## src/rtl/rvvi_ack_receiver.sv

```systemverilog
// Parses host ACK frames from the Ethernet RX byte stream. Frames are filtered
// by destination MAC (local or broadcast) and EtherType. Each good ACK produces
// a one-cycle HostInstrValid pulse carrying the little-endian frame count.
// Bad, short or foreign frames are dropped and counted.
module rvvi_ack_receiver #(
  parameter int unsigned FRAME_COUNT_WIDTH = 16,
  parameter logic [15:0] ETHER_TYPE        = 16'h88B5
) (
  input  logic                         clk,
  input  logic                         reset,
  input  logic [7:0]                   RxData,
  input  logic                         RxValid,
  input  logic                         RxLast,
  input  logic                         RxError,
  input  logic [47:0]                  LocalMac,
  output logic                         HostInstrValid,
  output logic [FRAME_COUNT_WIDTH-1:0] HostFrameCount,
  output logic [31:0]                  AckCount,
  output logic [15:0]                  DropCount
);

  localparam int unsigned NumCountBytes = FRAME_COUNT_WIDTH / 8;
  localparam logic [3:0]  LastCountIdx  = 4'(NumCountBytes - 1);

  typedef enum logic [2:0] {
    StDst,
    StSrc,
    StType,
    StCount,
    StTail,
    StDrop
  } state_e;

  state_e                       r_state;
  logic [3:0]                   r_byte_idx;
  logic                         r_match_local;
  logic                         r_match_bcast;
  logic                         r_type_ok;
  logic [FRAME_COUNT_WIDTH-1:0] r_shadow;
  logic                         r_host_valid;
  logic [FRAME_COUNT_WIDTH-1:0] r_host_count;
  logic [31:0]                  r_ack_count;
  logic [15:0]                  r_drop_count;

  logic [7:0]                   w_mac_byte;
  logic [7:0]                   w_type_byte;
  logic [FRAME_COUNT_WIDTH-1:0] w_shadow_next;
  logic                         w_local_ok;
  logic                         w_bcast_ok;
  logic                         w_type_ok;
  logic                         w_accept;
  logic                         w_drop;

  // Per-byte compare values and running match flags; idx 0 restarts each flag.
  always_comb begin
    w_mac_byte    = 8'h00;
    w_shadow_next = r_shadow;
    for (int i = 0; i < 6; i++) begin
      if (r_byte_idx == 4'(i)) w_mac_byte = LocalMac[47-8*i -: 8];
    end
    if (r_state == StCount) begin
      for (int i = 0; i < int'(NumCountBytes); i++) begin
        if (r_byte_idx == 4'(i)) w_shadow_next[8*i +: 8] = RxData;
      end
    end
    w_type_byte = r_byte_idx[0] ? ETHER_TYPE[7:0] : ETHER_TYPE[15:8];
    w_local_ok  = ((r_byte_idx == 4'd0) || r_match_local) && (RxData == w_mac_byte);
    w_bcast_ok  = ((r_byte_idx == 4'd0) || r_match_bcast) && (RxData == 8'hFF);
    w_type_ok   = ((r_byte_idx == 4'd0) || r_type_ok) && (RxData == w_type_byte);
    w_accept    = RxValid && RxLast && !RxError &&
                  ((r_state == StTail) ||
                   ((r_state == StCount) && (r_byte_idx == LastCountIdx)));
    w_drop      = RxValid && RxLast && !w_accept;
  end

  // Frame parser FSM with registered outputs; idle beats hold all state.
  always_ff @(posedge clk) begin
    if (reset) begin
      r_state       <= StDst;
      r_byte_idx    <= 4'd0;
      r_match_local <= 1'b0;
      r_match_bcast <= 1'b0;
      r_type_ok     <= 1'b0;
      r_shadow      <= '0;
      r_host_valid  <= 1'b0;
      r_host_count  <= '0;
      r_ack_count   <= 32'd0;
      r_drop_count  <= 16'd0;
    end else begin
      r_host_valid <= 1'b0;
      if (RxValid) begin
        r_shadow <= w_shadow_next;
        if (w_accept) begin
          r_host_valid <= 1'b1;
          r_host_count <= w_shadow_next;
          r_ack_count  <= r_ack_count + 32'd1;
        end
        if (w_drop && (r_drop_count != 16'hFFFF)) begin
          r_drop_count <= r_drop_count + 16'd1;
        end
        if (RxLast) begin
          // Every frame end, good or bad, resynchronises to a new frame.
          r_state    <= StDst;
          r_byte_idx <= 4'd0;
        end else begin
          unique case (r_state)
            StDst: begin
              r_match_local <= w_local_ok;
              r_match_bcast <= w_bcast_ok;
              if (r_byte_idx == 4'd5) begin
                r_state    <= (w_local_ok || w_bcast_ok) ? StSrc : StDrop;
                r_byte_idx <= 4'd0;
              end else begin
                r_byte_idx <= r_byte_idx + 4'd1;
              end
            end
            StSrc: begin
              if (r_byte_idx == 4'd5) begin
                r_state    <= StType;
                r_byte_idx <= 4'd0;
              end else begin
                r_byte_idx <= r_byte_idx + 4'd1;
              end
            end
            StType: begin
              r_type_ok <= w_type_ok;
              if (r_byte_idx == 4'd1) begin
                r_state    <= w_type_ok ? StCount : StDrop;
                r_byte_idx <= 4'd0;
              end else begin
                r_byte_idx <= r_byte_idx + 4'd1;
              end
            end
            StCount: begin
              if (r_byte_idx == LastCountIdx) begin
                r_state    <= StTail;
                r_byte_idx <= 4'd0;
              end else begin
                r_byte_idx <= r_byte_idx + 4'd1;
              end
            end
            StTail, StDrop: begin
              r_byte_idx <= 4'd0;
            end
            default: begin
              r_state    <= StDst;
              r_byte_idx <= 4'd0;
            end
          endcase
        end
      end
    end
  end

  assign HostInstrValid = r_host_valid;
  assign HostFrameCount = r_host_count;
  assign AckCount       = r_ack_count;
  assign DropCount      = r_drop_count;

endmodule

```

## config.mk

```make
export PLATFORM = sky130hd
export DESIGN_NAME = rvvi_ack_receiver
export DESIGN_NICKNAME = d
export VERILOG_FILES = /design/src/rtl/rvvi_ack_receiver.sv
export SDC_FILE = /design/constraint.sdc
export NUM_CORES = 1
export LEC_CHECK = 0
export CAP_MARGIN = 20
export CORE_MARGIN = 4
export CORE_UTILIZATION = 53
export DETAILED_ROUTE_END_ITERATION = 16
export GPL_TIMING_DRIVEN = 0
export PLACE_DENSITY = 0.9
export SETUP_SLACK_MARGIN = 0.02
export SYNTH_ARGS = -nofsm -noshare
export SYNTH_HDL_FRONTEND = slang
export SYNTH_SLANG_ARGS = --single-unit
```

## constraint.sdc

```tcl
create_clock -name clk -period 4.2 [get_ports clk]
set_clock_uncertainty 0.05 [all_clocks]
set_input_delay 0.42 -clock clk [delete_from_list [all_inputs] [get_ports clk]]
set_output_delay 0.42 -clock clk [all_outputs]
set_load 0.05 [all_outputs]
```

==> results.cfg, run 1 <==
[worst_setup_path]
crit_required_ns = 4.38
crit_arrival_ns = 3.00
critPathLaunchType = register
cp_cell_sequence = clkbuf_1, nor3_1, a2111oi_0, and4b_1, nor3_1, o21ai_0, nor4_1, o22ai_1
worstPathMaxFanout = 10
critPathMaxStageDelay_ns = 0.65
worstSetupPathType = register to register
end_kind = register
path_delay_family = simple AND/OR/NAND/NOR gates
path_common_cell = nor3_1
critPathSlowestCell = a2111oi_0
critPathBufInv = 1

[cts]
clk_pin_slew_worst_paths_ns = 0.10
numCtsBuffers = 9
cts.sinks = 91
holdBufCountCts = 0
cts_max_level = 3
clk_latency_ns = 0.36
clock_path_buffers = 2
cts_root_buf = clkbuf_8
cts_resized = 0
cts_setup_buffers = 0
cts_tree = built

[timing]
period_share_pct = 67.2
fin_ws_ns = 1.38
rsz0062_at_grt = no
final_hold_viol_count = 0
worst_hold_slack_ns = 0.429
drv_slew = 0
fmaxAchievable_mhz = 354
tightest_slew_ns = 0.682
fin_setup_tns_ns = 0
min_period_ns = 2.82
relSlewSlack_pct = 53.3
finalSetupViolCount = 0

[drt]
via_count = 4976
via_per_inst = 5.93
dr.first_iter.drc_count = 345
antenna_left = 0
wire_per_inst_um = 16.9
wirelength_um = 14200
drc = 0
drt_first_pass_iters = 6

[synthesis]
synth_area_um2 = 4910
seq_area_frac_synth_pct = 37.1
syn_avg_cell_area_um2 = 8.22
syn_inst = 597
synth-edff-count = 0
syn_nets = 660
ys_ff_latch = 91
ys_types = 62
synth_top_area_share_pct = 37.1
ys.flop_type = dfxtp_1
yosys_warnings = 0
synth_area_leader_cell = dfxtp_1
synthTopCellsByArea = dfxtp_1 (37%), mux2i_1 (7.7%), nor2_1 (7.5%)
ys_async_sr_fraction_pct = 0

[global_routing]
grt.overflow.total = 0
antenna_found_initial = 0
grt_usage_pct = 25.8
grt_start_max_net_pins = 18
grt_pass1_wl_um = 23700
grt_pass1_vias = 4892

[placed_design]
place_inst = 823
place_area_um2 = 6230
place.gp.congestion = 0.918
hpwl_um = 10800
portBuffers = 118
dp_slack_ns = 1.37

[layout]
layout-drive-gt1-share_pct = 5.88
area_delta_synth_final_pct = 30.5
post-route-util_pct = 72.4
antenna_cells = 0
fin_cells = 839
design_area_um2 = 6410
final_nets = 789

[outcome]
status = completed

[power]
peakVddDrop_mv = 0.233
leakagePower_nw = 2.35
power.total_mw = 1.60
p_per_area_nw_per_um2 = 250

[floorplan]
die_y_um = 104
start_util_pct = 55.5
fp-row-count = 34
fp.coreArea_um2 = 8850
dieArea_um2 = 10900
num_io_pins = 126
die_x_um = 104

[worst_hold_path]
min_path_type = input pin to register

[run]
drv_cap = 0
## cells in the mapped netlist (all sizes together) (3+ instances only)
library cell  instances
xor2                 20
dfxtp                91
mux2                  4
nor2b                 7
or3                  15
nor4                  5
clkbuf               26
and4                  3
nor2                 99
a211oi               19
nand3b                4
a2111oi               3
and2                 10
nand4                17
a21oi                27
nand2                28
xnor2                21
and3                 16
nor3b                 6
o21ai                21
nor3                 16
nand3                20
nand2b                7
inv                  13
a31oi                 4
a311oi                3
buf                  17
mux2i                38
## power breakdown
| part | internal, mW | switching (mW) |
|---|---|---|
| Combinational | 0.0848 | 0.0883 |
| Clock | 0.225 | 0.336 |
| Sequential | 0.864 | 0.00254 |
## cells in the final DEF (no fill, tap or decap), types with 4 or more instances in the layout
cell | Yosys | routed
nor3_1 | 16 | 16
clkbuf_1 | 25 | 25
clkbuf_8 | 0 | 9
a21oi_1 | 27 | 27
nand3b_1 | 4 | 4
buf_4 | 4 | 4
xor2_1 | 20 | 20
o21ai_0 | 21 | 21
clkdlybuf4s50_1 | 0 | 118
nor2_1 | 98 | 98
nand2_1 | 28 | 28
inv_1 | 13 | 13
nand4_1 | 16 | 16
dfxtp_1 | 91 | 91
a31oi_1 | 4 | 4
mux2_2 | 4 | 4
or3_1 | 15 | 15
nor3b_1 | 6 | 6
nand2b_1 | 7 | 7
xnor2_1 | 21 | 21
buf_1 | 4 | 4
and3_1 | 16 | 16
a211oi_1 | 19 | 19
nor2b_1 | 7 | 7
and2_1 | 10 | 10
mux2i_1 | 38 | 38
buf_2 | 8 | 8
nand3_1 | 20 | 20
## cells by family after synthesis
| kind of cell | share of synthesized area [%] |
|---|---|
| muxes | 8.66 |
| AOI/OAI and AO/OA | 13.5 |
| adders and majority gates | 0.510 |
| and+or+nand+nor | 28.0 |
| buffers and inverters | 4.97 |
| DFF | 37.1 |
| xor gates and xnor gates | 7.31 |
## path summary, 6_finish.rpt
kind | from | endpoint | slack [ns] | depth (start not counted)
worst max-delay path | r_byte_idx[0] | r_state[2] | 1.38 | 8
worst min-delay path | reset | HostFrameCount[4] | 0.43 | 2
worst max register to register | r_byte_idx[0] | r_state[2] | 1.38 | 8
worst min register to register | HostFrameCount[6] | HostFrameCount[6] | 0.45 | 2
## state kept, by name, indices dropped and copies added, names as in the netlist
| name | count |
|---|---|
| AckCount | 32 |
| DropCount | 16 |
| HostFrameCount | 16 |
| r_shadow | 16 |
| r_byte_idx | 4 |
| r_state | 3 |
| HostInstrValid | 1 |
| r_match_bcast | 1 |
| r_match_local | 1 |
| r_type_ok | 1 |
## per-layer routing
| metal | track usage [%] | vias up | share of wire (%) |
|---|---|---|---|
| met5 | 0 | - | 0 |
| met4 | 9.59 | 0 | 2.6 |
| met3 | 4.59 | 38 | 7.0 |
| met2 | 44.9 | 238 | 50 |
| met1 | 31.9 | 2326 | 40 |
| li1 | - | 2374 | - |
## cell type report
class,count,area [µm²]
Clock buffer,9,124
Timing Repair Buffer,118,1180
Tap cell,108,135
Buffer,43,195
Multi-Input combinational cell,450,2840
Fill cell,694,2440
Sequential cell,91,1820
Inverter,13,48.8
Clock inverter,7,57.6
No activity file was read; power rests on OpenSTA's default activity.
==> run 2, diff against run 1 <==
--- a/config.mk
+++ b/config.mk
@@ -7,10 +7,10 @@
 export LEC_CHECK = 0
 export CAP_MARGIN = 20
 export CORE_MARGIN = 4
-export CORE_UTILIZATION = 53
+export CORE_UTILIZATION = 49
 export DETAILED_ROUTE_END_ITERATION = 16
 export GPL_TIMING_DRIVEN = 0
-export PLACE_DENSITY = 0.9
+export PLACE_DENSITY = 0.84
 export SETUP_SLACK_MARGIN = 0.02
 export SYNTH_ARGS = -nofsm -noshare
 export SYNTH_HDL_FRONTEND = slang
==> constraint.sdc (replaced) <==
create_clock -name clk -period 2.8 [get_ports clk]
set_clock_uncertainty 0.05 [all_clocks]
set_input_delay 0.28 -clock clk [delete_from_list [all_inputs] [get_ports clk]]
set_output_delay 0.28 -clock clk [all_outputs]
set_load 0.05 [all_outputs]
==> results.cfg, run 2 (same netlist as run 1, synthesis figures left out) <==
[cts]
cts.sinks = 91
clk_pin_slew_worst_paths_ns = 0.10
numCtsBuffers = 9
holdBufCountCts = 0
cts_root_buf = clkbuf_8
cts_setup_buffers = 0
cts_tree = built
clk_latency_ns = 0.36
clock_path_buffers = 2
cts_max_level = 3

[timing]
relSlewSlack_pct = 58.3
tightest_slew_ns = 0.625
rsz0062_at_grt = no
worst_hold_slack_ns = 0.287
fin_setup_tns_ns = 0
finalSetupViolCount = 0
fin_ws_ns = 0.152
min_period_ns = 2.65
final_hold_viol_count = 0
drv_slew = 0
fmaxAchievable_mhz = 378
period_share_pct = 94.6

[worst_hold_path]
hold_start = reset
min_path_type = input pin to register
hold_depth = 2

[floorplan]
dieArea_um2 = 11700
fp.coreArea_um2 = 9770
die_y_um = 108
start_util_pct = 50.2
die_x_um = 108
num_io_pins = 126
fp-row-count = 36

[worst_setup_path]
crit_required_ns = 2.97
reg2reg_depth = 8
end_kind = register
crit_arrival_ns = 2.82
startpoint = r_byte_idx[2]
worstPathMaxFanout = 10
worstSetupPathType = register to register
r2r-start = r_byte_idx[2]
critPathLaunchType = register

[placed_design]
dp_slack_ns = 0.0452
place_area_um2 = 6260
hpwl_um = 10400
place.gp.congestion = 0.893
portBuffers = 118

[global_routing]
gr-max-usage-layer = met2
grt_pass1_wl_um = 22600
grt_start_max_net_pins = 17
use_met3_pct = 4.06
grt_pass1_vias = 4778
gr-usage-met1_pct = 29.8
grt.overflow.total = 0
antenna_found_initial = 0
grt_usage_pct = 23.8
grtUsageMet2_pct = 41.7

[power]
leakagePower_nw = 2.37
p_per_area_nw_per_um2 = 369
peakVddDrop_mv = 0.212

[drt]
via_per_inst = 5.55
wire_per_inst_um = 15.8
wirelength_um = 13700
dr.first_iter.drc_count = 224
antenna_left = 0
via_count = 4786
drt_first_pass_iters = 5
drc = 0

[layout]
final_nets = 789
mostFrequentLayoutCells = clkdlybuf4s50_1 (118), nor2_1 (98), dfxtp_1 (91)
largest_reg_flops = 32
nFillCells = 851
layout_commonest_cell = clkdlybuf4s50_1
layout-drive-gt1-share_pct = 6.30
area_delta_synth_final_pct = 31.3
post-route-util_pct = 66.0
design_area_um2 = 6450
antenna_cells = 0

[run]
drv_cap = 0

[outcome]
status = completed
[run 2: critical path, stage by stage (launching register included)]
cell and delay [ns]:
dfxtp_1 0.32, buf_2 0.18, or2_2 0.34, a2111oi_1 0.50, and4b_1 0.27, nor3_1 0.16, o21ai_0 0.11, nor4_1 0.45
o22ai_1 0.14
[run 2: what timing repair did]
| action | CTS | global route |
|---|---|---|
| pin swaps | 0 | 0 |
| endpoints found under the setup margin | 1 | 1 |
| resized for setup | 1 | 9 |
[run 2: path summary, 6_finish.rpt]
path	slack, ns	end
setup / recovery	0.15	r_state[2]
hold / removal	0.29	HostInstrValid
setup reg to reg	0.15	r_state[2]
hold reg to reg	0.45	HostFrameCount[8]
[run 2: through the flow]
step	power [mW]	cells
floorplan	1.46	597
global placement	1.58	848
detailed placement	1.58	848
CTS	2.39	863
global route	2.48	863
finish	2.38	863
[run 2: layout make-up]
class / instances / area, µm² / area share (%)
sequential: 91 / 1820 / 28.3
clock inverter: 6 / 51.3 / 0.796
buffer: 43 / 200 / 3.10
timing repair buffer: 118 / 1180 / 18.3
clock buffer: 9 / 124 / 1.92
tap: 133 / 166 / 2.58
inverter: 13 / 48.8 / 0.757
multi-input combinational: 450 / 2850 / 44.3
[run 2: power breakdown]
| part | switching (mW) | internal, mW |
|---|---|---|
| registers | 0.00350 | 1.30 |
| logic | 0.131 | 0.129 |
| clock network | 0.493 | 0.330 |
| total | 0.627 | 1.75 |
[run 2: routing by layer]
metal / up-vias / routed length (µm)
met5: - / 0
met4: 0 / 168
met3: 16 / 764
met2: 155 / 6870
met1: 2244 / 5870
li1: 2371 / -
==> run 3, diff against run 2 <==
--- a/config.mk
+++ b/config.mk
@@ -10,8 +10,10 @@
 export CORE_UTILIZATION = 49
 export DETAILED_ROUTE_END_ITERATION = 16
 export GPL_TIMING_DRIVEN = 0
+export HOLD_SLACK_MARGIN = 0.15
 export PLACE_DENSITY = 0.84
 export SETUP_SLACK_MARGIN = 0.02
+export SKIP_CTS_REPAIR_TIMING = 1
 export SYNTH_ARGS = -nofsm -noshare
 export SYNTH_HDL_FRONTEND = slang
 export SYNTH_SLANG_ARGS = --single-unit
==> results of run 3 <==
Same layout as run 2: the final DEF is identical, and so are final timing and power.
